**config.mk**
```make
export PLATFORM = sky130hd
export DESIGN_NAME = gray_seq_sched
export DESIGN_NICKNAME = d
export VERILOG_FILES = /design/src/rtl/gray_seq_pkg.sv /design/src/rtl/gray_step.sv /design/src/rtl/gray_seq_sched.sv
export SDC_FILE = /design/constraint.sdc
export NUM_CORES = 1
export LEC_CHECK = 0
export CAP_MARGIN = 20
export CORE_AREA = 2 2 70 72
export CTS_CLUSTER_DIAMETER = 80
export DETAILED_ROUTE_END_ITERATION = 16
export DIE_AREA = 0 0 72 74
export MAX_ROUTING_LAYER = met4
export PLACE_DENSITY = 0.78
export SYNTH_ARGS = -nofsm -noshare
export SYNTH_HDL_FRONTEND = slang
export SYNTH_SLANG_ARGS = --single-unit
export TNS_END_PERCENT = 10
```
**constraint.sdc**
```tcl
create_clock -name clk -period 2.4 [get_ports clk]
set_input_delay 0.48 -clock clk [delete_from_list [all_inputs] [get_ports clk]]
set_output_delay 0.48 -clock clk [all_outputs]
set_load 0.02 [all_outputs]
```
**src/rtl/gray_seq_pkg.sv**
```systemverilog
// Shared types and helpers for the gray-code sequence scheduler.
// Optional abort feature is enabled with GRAY_SEQ_ABORT_EN (see gray_seq_sched).
package gray_seq_pkg;

  typedef enum logic [1:0] {
    IDLE = 2'd0,
    RUN  = 2'd1,
    DONE = 2'd2
  } state_e;

  function automatic int count_w(input int size);
    return (size > 2) ? $clog2(size) : 1;
  endfunction

  function automatic logic [31:0] bin2gray(input logic [31:0] b);
    return b ^ (b >> 1);
  endfunction

endpackage

```
**src/rtl/gray_step.sv**
```systemverilog
// Modulo-SIZE binary counter with synchronous clear and step enable.
// Registered gray output presents the code of the value just loaded.
module gray_step import gray_seq_pkg::*; #(
  parameter int SIZE = 16
) (
  input  logic                    clk,
  input  logic                    reset,
  input  logic                    clr,
  input  logic                    step,
  output logic [$clog2(SIZE)-1:0] gray
);

  localparam int CW = count_w(SIZE);

  logic [CW-1:0] cnt_q, cnt_d;
  logic [CW-1:0] gray_q, gray_d;

  // SIZE is a power of two, so the natural CW-bit wrap is the modulus.
  always_comb begin
    cnt_d  = cnt_q;
    gray_d = gray_q;
    if (clr) begin
      cnt_d = '0;
    end else if (step) begin
      cnt_d = cnt_q + 1'b1;
    end
    if (clr || step) begin
      gray_d = CW'(bin2gray(32'(cnt_d)));
    end
  end

  always_ff @(posedge clk or posedge reset) begin
    if (reset) begin
      cnt_q  <= '0;
      gray_q <= '0;
    end else begin
      cnt_q  <= cnt_d;
      gray_q <= gray_d;
    end
  end

  assign gray = gray_q;

endmodule

```
**src/rtl/gray_seq_sched.sv**
```systemverilog
// Round-robin scheduler sharing one gray-code stepper among NREQ requesters.
// Define GRAY_SEQ_ABORT_EN to add the abort input and aborted status output.
module gray_seq_sched import gray_seq_pkg::*; #(
  parameter int NREQ  = 4,
  parameter int SIZE  = 16,
  parameter int LEN_W = 8
) (
  input  logic                    clk,
  input  logic                    reset,
  input  logic [NREQ-1:0]         req,
  input  logic [NREQ*LEN_W-1:0]   len,
  output logic [NREQ-1:0]         gnt,
  output logic                    busy,
  output logic [$clog2(SIZE)-1:0] gray,
  output logic                    gray_vld,
  output logic                    done,
  output logic [$clog2(NREQ)-1:0] done_id
`ifdef GRAY_SEQ_ABORT_EN
  ,
  input  logic                    abort,
  output logic                    aborted
`endif
);

  localparam int ID_W = $clog2(NREQ);

  state_e            state_q, state_d;
  logic [ID_W-1:0]   rr_q, rr_d;
  logic [ID_W-1:0]   id_q, id_d;
  logic [ID_W-1:0]   done_id_q, done_id_d;
  logic [LEN_W-1:0]  left_q, left_d;
  logic [NREQ-1:0]   gnt_q, gnt_d;
  logic              busy_q, busy_d;
  logic              vld_q, vld_d;
  logic              done_q, done_d;
  logic              cnt_clr, cnt_step, abort_i;
  logic              found;
  logic [ID_W-1:0]   sel_id;
  logic [ID_W:0]     sum;
  logic [LEN_W-1:0]  len_arr [NREQ];

  for (genvar gi = 0; gi < NREQ; gi++) begin : g_len
    assign len_arr[gi] = len[gi*LEN_W +: LEN_W];
  end

  // Descending scan so the lowest offset from rr_q is the last one kept.
  always_comb begin
    found  = 1'b0;
    sel_id = '0;
    sum    = '0;
    for (int i = NREQ - 1; i >= 0; i--) begin
      sum = {1'b0, rr_q} + (ID_W+1)'(i);
      if (sum >= (ID_W+1)'(NREQ)) begin
        sum = sum - (ID_W+1)'(NREQ);
      end
      if (req[sum[ID_W-1:0]]) begin
        found  = 1'b1;
        sel_id = sum[ID_W-1:0];
      end
    end
  end

`ifdef GRAY_SEQ_ABORT_EN
  logic aborted_q, aborted_d;
  assign abort_i = abort;
  assign aborted = aborted_q;
`else
  assign abort_i = 1'b0;
`endif

  always_comb begin
    state_d   = state_q;
    rr_d      = rr_q;
    id_d      = id_q;
    left_d    = left_q;
    gnt_d     = '0;
    vld_d     = 1'b0;
    done_d    = 1'b0;
    done_id_d = '0;
    cnt_clr   = 1'b0;
    cnt_step  = 1'b0;
`ifdef GRAY_SEQ_ABORT_EN
    aborted_d = 1'b0;
`endif
    unique case (state_q)
      IDLE: begin
        if (found) begin
          id_d  = sel_id;
          rr_d  = (sel_id == ID_W'(NREQ - 1)) ? '0 : sel_id + 1'b1;
          gnt_d = NREQ'(1) << sel_id;
          if (len_arr[sel_id] != '0) begin
            state_d = RUN;
            left_d  = len_arr[sel_id] - 1'b1;
            cnt_clr = 1'b1;
            vld_d   = 1'b1;
          end else begin
            state_d   = DONE;
            done_d    = 1'b1;
            done_id_d = sel_id;
          end
        end
      end
      RUN: begin
        // left_q counts steps still to come after the one on the bus now.
        if (left_q == '0 || abort_i) begin
          state_d   = DONE;
          done_d    = 1'b1;
          done_id_d = id_q;
`ifdef GRAY_SEQ_ABORT_EN
          aborted_d = abort_i;
`endif
        end else begin
          cnt_step = 1'b1;
          left_d   = left_q - 1'b1;
          vld_d    = 1'b1;
        end
      end
      DONE:    state_d = IDLE;
      default: state_d = IDLE;
    endcase
    busy_d = (state_d != IDLE);
  end

  always_ff @(posedge clk or posedge reset) begin
    if (reset) begin
      state_q   <= IDLE;
      rr_q      <= '0;
      id_q      <= '0;
      left_q    <= '0;
      gnt_q     <= '0;
      busy_q    <= 1'b0;
      vld_q     <= 1'b0;
      done_q    <= 1'b0;
      done_id_q <= '0;
`ifdef GRAY_SEQ_ABORT_EN
      aborted_q <= 1'b0;
`endif
    end else begin
      state_q   <= state_d;
      rr_q      <= rr_d;
      id_q      <= id_d;
      left_q    <= left_d;
      gnt_q     <= gnt_d;
      busy_q    <= busy_d;
      vld_q     <= vld_d;
      done_q    <= done_d;
      done_id_q <= done_id_d;
`ifdef GRAY_SEQ_ABORT_EN
      aborted_q <= aborted_d;
`endif
    end
  end

  gray_step #(.SIZE(SIZE)) u_step (
    .clk   (clk),
    .reset (reset),
    .clr   (cnt_clr),
    .step  (cnt_step),
    .gray  (gray)
  );

  assign gnt      = gnt_q;
  assign busy     = busy_q;
  assign gray_vld = vld_q;
  assign done     = done_q;
  assign done_id  = done_id_q;

endmodule

```
# Word-level counts from Yosys, hierarchy flattened
# Index checks and enable logic that the tools add are counted.
# totals
reg_bits,31
# classes
add_sub_neg,11
order_cmp,9
n_eq_ne,5
shift,1
n_mux,50
bitwise_logic,2
reduce_logical,8
# op_table
op,count
$mux 8,5
$mux 2,15
$bmux 8 s2,1
$mux 1,16
$mux 4,4
$pmux 8 s2,1
$sub 8x1->8 const B,2
$ge 3x3->1 const B,4
$lt 2x3->1 const B,4
$bmux 1 s2,4
$logic_not 8->1,1
$pmux 2 s2,2
$reduce_bool 8->1,1
$sub 2x1->2 const B,4
$add 2x2->3 const B,2
$ne 2x2->1 const B,3
$add 4x1->4 const B,1
$pmux 1 s2,2
$reduce_and 4->1,1
$reduce_bool 2->1,2
$shl 1x2->4 const A,1
$xor 4x3->4,1
$add 2x1->3 const B,1
$ge 2x3->1 const B,1
7 further kinds,7

# Depth between registers and ports, before layout
# depth
ltp_word,19
depth_mapped,10
depth_no_buf,10

# Modules after synthesis
# A second synthesis with hierarchy kept.
# unflattened
hier_cells,220
area_unflattened_um2,2104.5
# modules_own_cells
module,instances,cells_per_inst,area_each_um2,seq_area_each_um2
gray_seq_sched,1,186,1692.9,575.6
gray_step,1,34,411.6,200.2

# Worst setup path before layout
# No wires, ideal clock.
# synth_timing
path_type,input -> register
from,input req[0]
to,register left_q[6]
t_arrival_ns,2.609
t_required_ns,2.275
path_slack_ns,-0.334
path_stages,10
path_buffers,0
path_cell_list,nor2b_2 > or4_4 > a21oi_1 > nand3_1 > nand2_1 > ha_1 > a21boi_0 > nand4_1 > xor2_1 > mux2_4
# synth_via
elab_chain_cells,14
word_cells_on_any_way,28
cone_classes,add/sub (1); eq/ne (2); mux (22); bitwise (1); reduce/logical (2)
# synth_lines
item,line_no,source
from (decl),gray_seq_sched.sv:10,"input logic [NREQ-1:0] req,"
$bmux 1 s2,gray_seq_sched.sv:56,if (req[sum[ID_W-1:0]]) begin
$mux 1 (implied by the code),gray_seq_sched.sv:56,
$mux 2 (4 in a row),gray_seq_sched.sv:56,
$not 2->3 (implied by the code),"gray_seq_sched.sv:91, gray_seq_sched.sv:93",
$bmux 8 s2,"gray_seq_sched.sv:91, gray_seq_sched.sv:93",
$mux 8 (implied by the code) (2 in a row),"gray_seq_sched.sv:91, gray_seq_sched.sv:93",
$sub 8x1->8,gray_seq_sched.sv:93,left_d = len_arr[sel_id] - 1'b1;
$mux 8,gray_seq_sched.sv:91,if (len_arr[sel_id] != '0) begin
$mux 8,gray_seq_sched.sv:87,if (found) begin
$pmux 8 s2,gray_seq_sched.sv:85,unique case (state_q)
to (signal assigned),gray_seq_sched.sv:142,left_q <= left_d;
to (decl),gray_seq_sched.sv:31,"logic [LEN_W-1:0] left_q, left_d;"
# Several ways; a longest one is shown, not always the timed one. The select of a mux whose other input is x is not followed.
# A chain may end at the register's enable or synchronous reset.

# Worst setup path after layout
# layout_timing
from,register rr_q[0]
to,register left_q[6]
# layout_via
elab_chain_cells,17
word_cells_on_any_way,43
cone_classes,add/sub (8); order compare (4); eq/ne (2); mux (26); bitwise (1); reduce/logical (2)
# layout_lines
item,line_no,source
from (decl),gray_seq_sched.sv:28,"logic [ID_W-1:0] rr_q, rr_d;"
from (signal assigned),gray_seq_sched.sv:140,rr_q <= rr_d;
$add 2x2->3,gray_seq_sched.sv:52,"sum = {1'b0, rr_q} + (ID_W+1)'(i);"
$ge 3x3->1 / $sub 2x1->2 (equally long branches),"gray_seq_sched.sv:53, gray_seq_sched.sv:54",
$mux 2,gray_seq_sched.sv:53,if (sum >= (ID_W+1)'(NREQ)) begin
$bmux 1 s2,gray_seq_sched.sv:56,
$mux 1 (implied by the code),gray_seq_sched.sv:56,
$mux 2 (4 in a row),gray_seq_sched.sv:56,
$not 2->3 (implied by the code),"gray_seq_sched.sv:91, gray_seq_sched.sv:93",
$bmux 8 s2,"gray_seq_sched.sv:91, gray_seq_sched.sv:93",
$mux 8 (implied by the code) (2 in a row),"gray_seq_sched.sv:91, gray_seq_sched.sv:93",
$sub 8x1->8,gray_seq_sched.sv:93,
$mux 8,gray_seq_sched.sv:91,
$mux 8,gray_seq_sched.sv:87,
$pmux 8 s2,gray_seq_sched.sv:85,
# Several ways; a longest one is shown, not always the timed one. The select of a mux whose other input is x is not followed.

==> out/qor.csv <==
stage,metric,value,unit
synthesis,Post-Synthesis Cells,214,
clocking,CTS sink count,31,
power,leakage power,1.41,nW
timing,slew margin rel.,49.9,%
synthesis,Syn Nets,258,
synthesis,Syn. warnings,0,
layout,Final #Nets,368,
timing,Setup TNS,-0.240,ns
global_route,vias in the first global route,1981,
timing,Final Setup Violations,6,
critical_path,Worst setup EP type,flop,
synthesis,Synth area leaders,"dfrtp_1 39%, nor2_1 5.5%, mux2i_1 5.1%",
synthesis,most area-hungry cell type in the Yosys netlist,dfrtp_1,
synthesis,xor/xnor cell area share of the yosys netlist,5.35,%
die,IO Count,51,
timing,crit path time final,2.48,ns
layout,Layout Cells excl Fill,379,
synthesis,largest family of logic cells by synthesized area,simple AND/OR/NAND/NOR gates,
synthesis,"flops & latches, synth",31,
power,Pwr Density,1150,nW/um2
clocking,CTS tree,done,
clocking,# H-tree levels,2,
clocking,Worst-path clk slew,0.06,ns
synthesis,adder-cell share of the synthesized area,3.82,%
timing,worst hold margin,0.497,ns
synthesis,synthesized area,1970,um2
drt,DRT iter0 DRCs,113,
die,Die Span Y,74,um
critical_path,CP arrival,2.64,ns
layout,Layout area overhead,62.5,%
timing,final worst path period share,103,%
clocking,Clock Tree Buf Depth,2,
place,placed insts,362,
timing,fmax,0.404,GHz
synthesis,sequential element share of the synthesized area,39.5,%
clocking,CTS buffer count,5,
global_route,initial antenna violation count,0,
flow_run,max-cap viol count,0,
timing,RSZ-0062 raised after global routing,true,
critical_path,Critical-path top delay cell,or4_4,
drt,final WL,5550,um
drt,vias,2070,
critical_path,critical path class,reg2reg,
status,outcome,"complete, but fails checks",
global_route,gr usage total,22.6,%
worst_hold_path,Hold Crit Class,reg2reg,
timing,worst slew pin tran,0.745,ns
critical_path,crit-path cells,"nor2b_4, or4_4, a21oi_4, a31oi_4, nand2_2, ha_4, a21boi_4, nand4_1, xor2_1, mux2_4",
critical_path,R2R Path End,left_q[6],
timing,fin worst setup slack,-0.0782,ns
timing,"Hold Violations, Final",0,
layout,Fillers,353,
die,die width,72,um
synthesis,Post-synth EDFFs,0,
power,Max rail drop VDD,0.000536,V
worst_hold_path,hold path depth,1,
synthesis,Synth async-reset ratio,100,%
die,initial core utilization,42.7,%
clocking,Root Driver,clkbuf_8,
drt,drt drc,0,
synthesis,mux share of post-synthesis cell area,7.19,%
critical_path,crit-path max FO,4,
synthesis,Yosys cell types,48,
timing,worst-case clock skew,0.00397,ns
layout,Antenna Cells,0,
synthesis,ys flop type,dfrtp_1,
synthesis,Simple-Gate Fraction of Synth Area,23.3,%
global_route,first-pass GRT wire length,9090,um
die,die footprint,5330,um2
die,core box area,4600,um2
die,Row Count,25,
synthesis,"count leader, synth",dfrtp_1,
clocking,worst skew pair latency,0.27,ns
place,hpwl dp,4260,um
timing,Final Max Tran Viols,0,
layout,share of layout cells above drive strength 1,32.0,%
drt,wire per inst,14.7,um
global_route,Congestion Overflow GR,0,
critical_path,worst r2r src,rr_q[0],
synthesis,post-synthesis compound-gate area fraction,18.8,%
critical_path,reg2reg setup slack,-0.08,ns
layout,Final Core Density,69.5,%
synthesis,Post-synth top cells,"31 x dfrtp_1, 29 x nor2_1, 15 x nand2_1, 15 x nand3_1, 11 x o21ai_0",
worst_hold_path,worst hold start,id_q[1],
place,routability congestion estimate,0.887,
place,IO buf count,50,
critical_path,reg2reg path depth,10,
critical_path,Crit path largest cell delay,0.58,ns
drt,Via density,5.46,
drt,Pre-antenna DRT Iters,5,
synthesis,share of Yosys cell area claimed by the top area cell type,39.5,%
global_route,pin count of the biggest net entering global routing,32,
layout,area occupied by multi-input gates,1310,um2
synthesis,"Avg Cell Area, Syn",9.19,um2
drt,Final ANT Viol Nets,0,
worst_hold_path,Worst Hold End,id_q[1],
critical_path,Worst EP required,2.56,ns
layout,Sequential Area,778,um2
critical_path,crit start category,flop,
status,failing checks,negative setup slack,
==> cell usage in the layout, fill, tap and decap left out, drive strengths merged, types with 3 or more instances in the layout <==
| cell type | Yosys | final |
|---|---|---|
| buf | 2 | 60 |
| clkdlybuf4s50 | 0 | 46 |
| dfrtp | 31 | 31 |
| nor2 | 30 | 30 |
| nand2 | 16 | 16 |
| nand3 | 15 | 15 |
| o21ai | 11 | 11 |
| mux2i | 10 | 10 |
| a21oi | 9 | 9 |
| nor4 | 8 | 8 |
| xor2 | 7 | 7 |
| nor3 | 7 | 7 |
| clkbuf | 2 | 7 |
| ha | 6 | 6 |
| xnor2 | 5 | 5 |
| inv | 5 | 5 |
| a31oi | 5 | 5 |
| and2 | 4 | 4 |
| nor2b | 4 | 4 |
| a211o | 4 | 4 |
| nand4 | 3 | 3 |
| a211oi | 3 | 3 |
| mux2 | 3 | 3 |
| o21bai | 3 | 3 |
==> per-layer routing <==
| layer | track usage [%] | up-vias | share of wire, % |
|---|---|---|---|
| met1 | 27.5 | 969 | 43 |
| met3 | 5.01 | 10 | 5.0 |
| met4 | 6.29 | 0 | 1.5 |
| met2 | 38.2 | 75 | 50 |
| li1 | - | 1016 | - |
| met5 | - | - | 0 |
==> worst max-delay path by stage <==
stage | from | end | slack (ns) | cells after the start
after global routing | rr_q[1] | left_q[4] | -0.18 | 14
after floorplan | req[2] | left_q[6] | -0.18 | 9
after detailed placement | req[0] | done_id[0] | -0.77 | 9
after CTS | rr_q[1] | done_id[1] | -0.06 | 10
final | rr_q[0] | left_q[6] | -0.08 | 10
after global placement | req[0] | left_q[6] | -0.71 | 11
==> where the power goes <==
| group | switching (mW) | internal [mW] | total (mW) | leakage [nW] |
|---|---|---|---|---|
| Combinational | 1.13 | 1.23 | 2.37 | 0.995 |
| Sequential | 0.176 | 0.738 | 0.913 | 0.377 |
| Clock | 0.176 | 0.203 | 0.379 | 0.0422 |
| Total | 1.48 | 2.17 | 3.66 | 1.41 |
==> stage by stage <==
| stage | power, mW | instance area [um2] | setup slack, ns |
|---|---|---|---|
| floorplan | 2.16 | 2010 | -0.178 |
| global placement | 2.95 | 2930 | -0.709 |
| detailed placement | 3.00 | 2930 | -0.769 |
| CTS | 3.54 | 3110 | -0.0604 |
| global route | 3.95 | 3190 | -0.184 |
| finish | 3.66 | 3190 | -0.0782 |
==> state kept, by name (all words and copies together), names as in the netlist <==
signal        cells
gnt               4
done_id           2
done              1
rr_q              2
id_q              2
busy              1
left_q            8
u_step.gray       4
gray_vld          1
u_step.cnt_q      4
state_q           2
==> repair_timing <==
action                     4_1_cts  5_1_grt
setup endpoints to repair       21       20
pin swaps                       15       17
hold buffers                     0        0
gates resized for setup         34       11
cloned                           0        0
setup buffers                    4        5
==> cells by family after synthesis <==
logic type | Yosys count
AO/OA/AOI/OAI | 51
adder cells (fa/ha/maj) | 6
XOR/XNOR | 12
flip-flops | 31
AND/OR/NAND/NOR | 92
multiplexers | 13
buffers and inverters | 9
==> area by class of cell <==
class / count / share of cell area, %
Sequential cell: 31 / 24.4
Clock inverter: 1 / 0.157
Multi-Input combinational cell: 174 / 41.0
Clock buffer: 7 / 2.39
Timing Repair Buffer: 107 / 29.1
Inverter: 5 / 0.823
Tap cell: 54 / 2.12
==> worst max-delay path, delay by kind of cell, from the launching register on <==
family,cells,cell delay [ns]
and+or+nand+nor,4,0.88
AOI/OAI and AO/OA,3,0.53
DFF,1,0.42
muxes,1,0.25
xor gates and xnor gates,1,0.15
adders and majority gates,1,0.14
(Power assumes the default switching activity.)
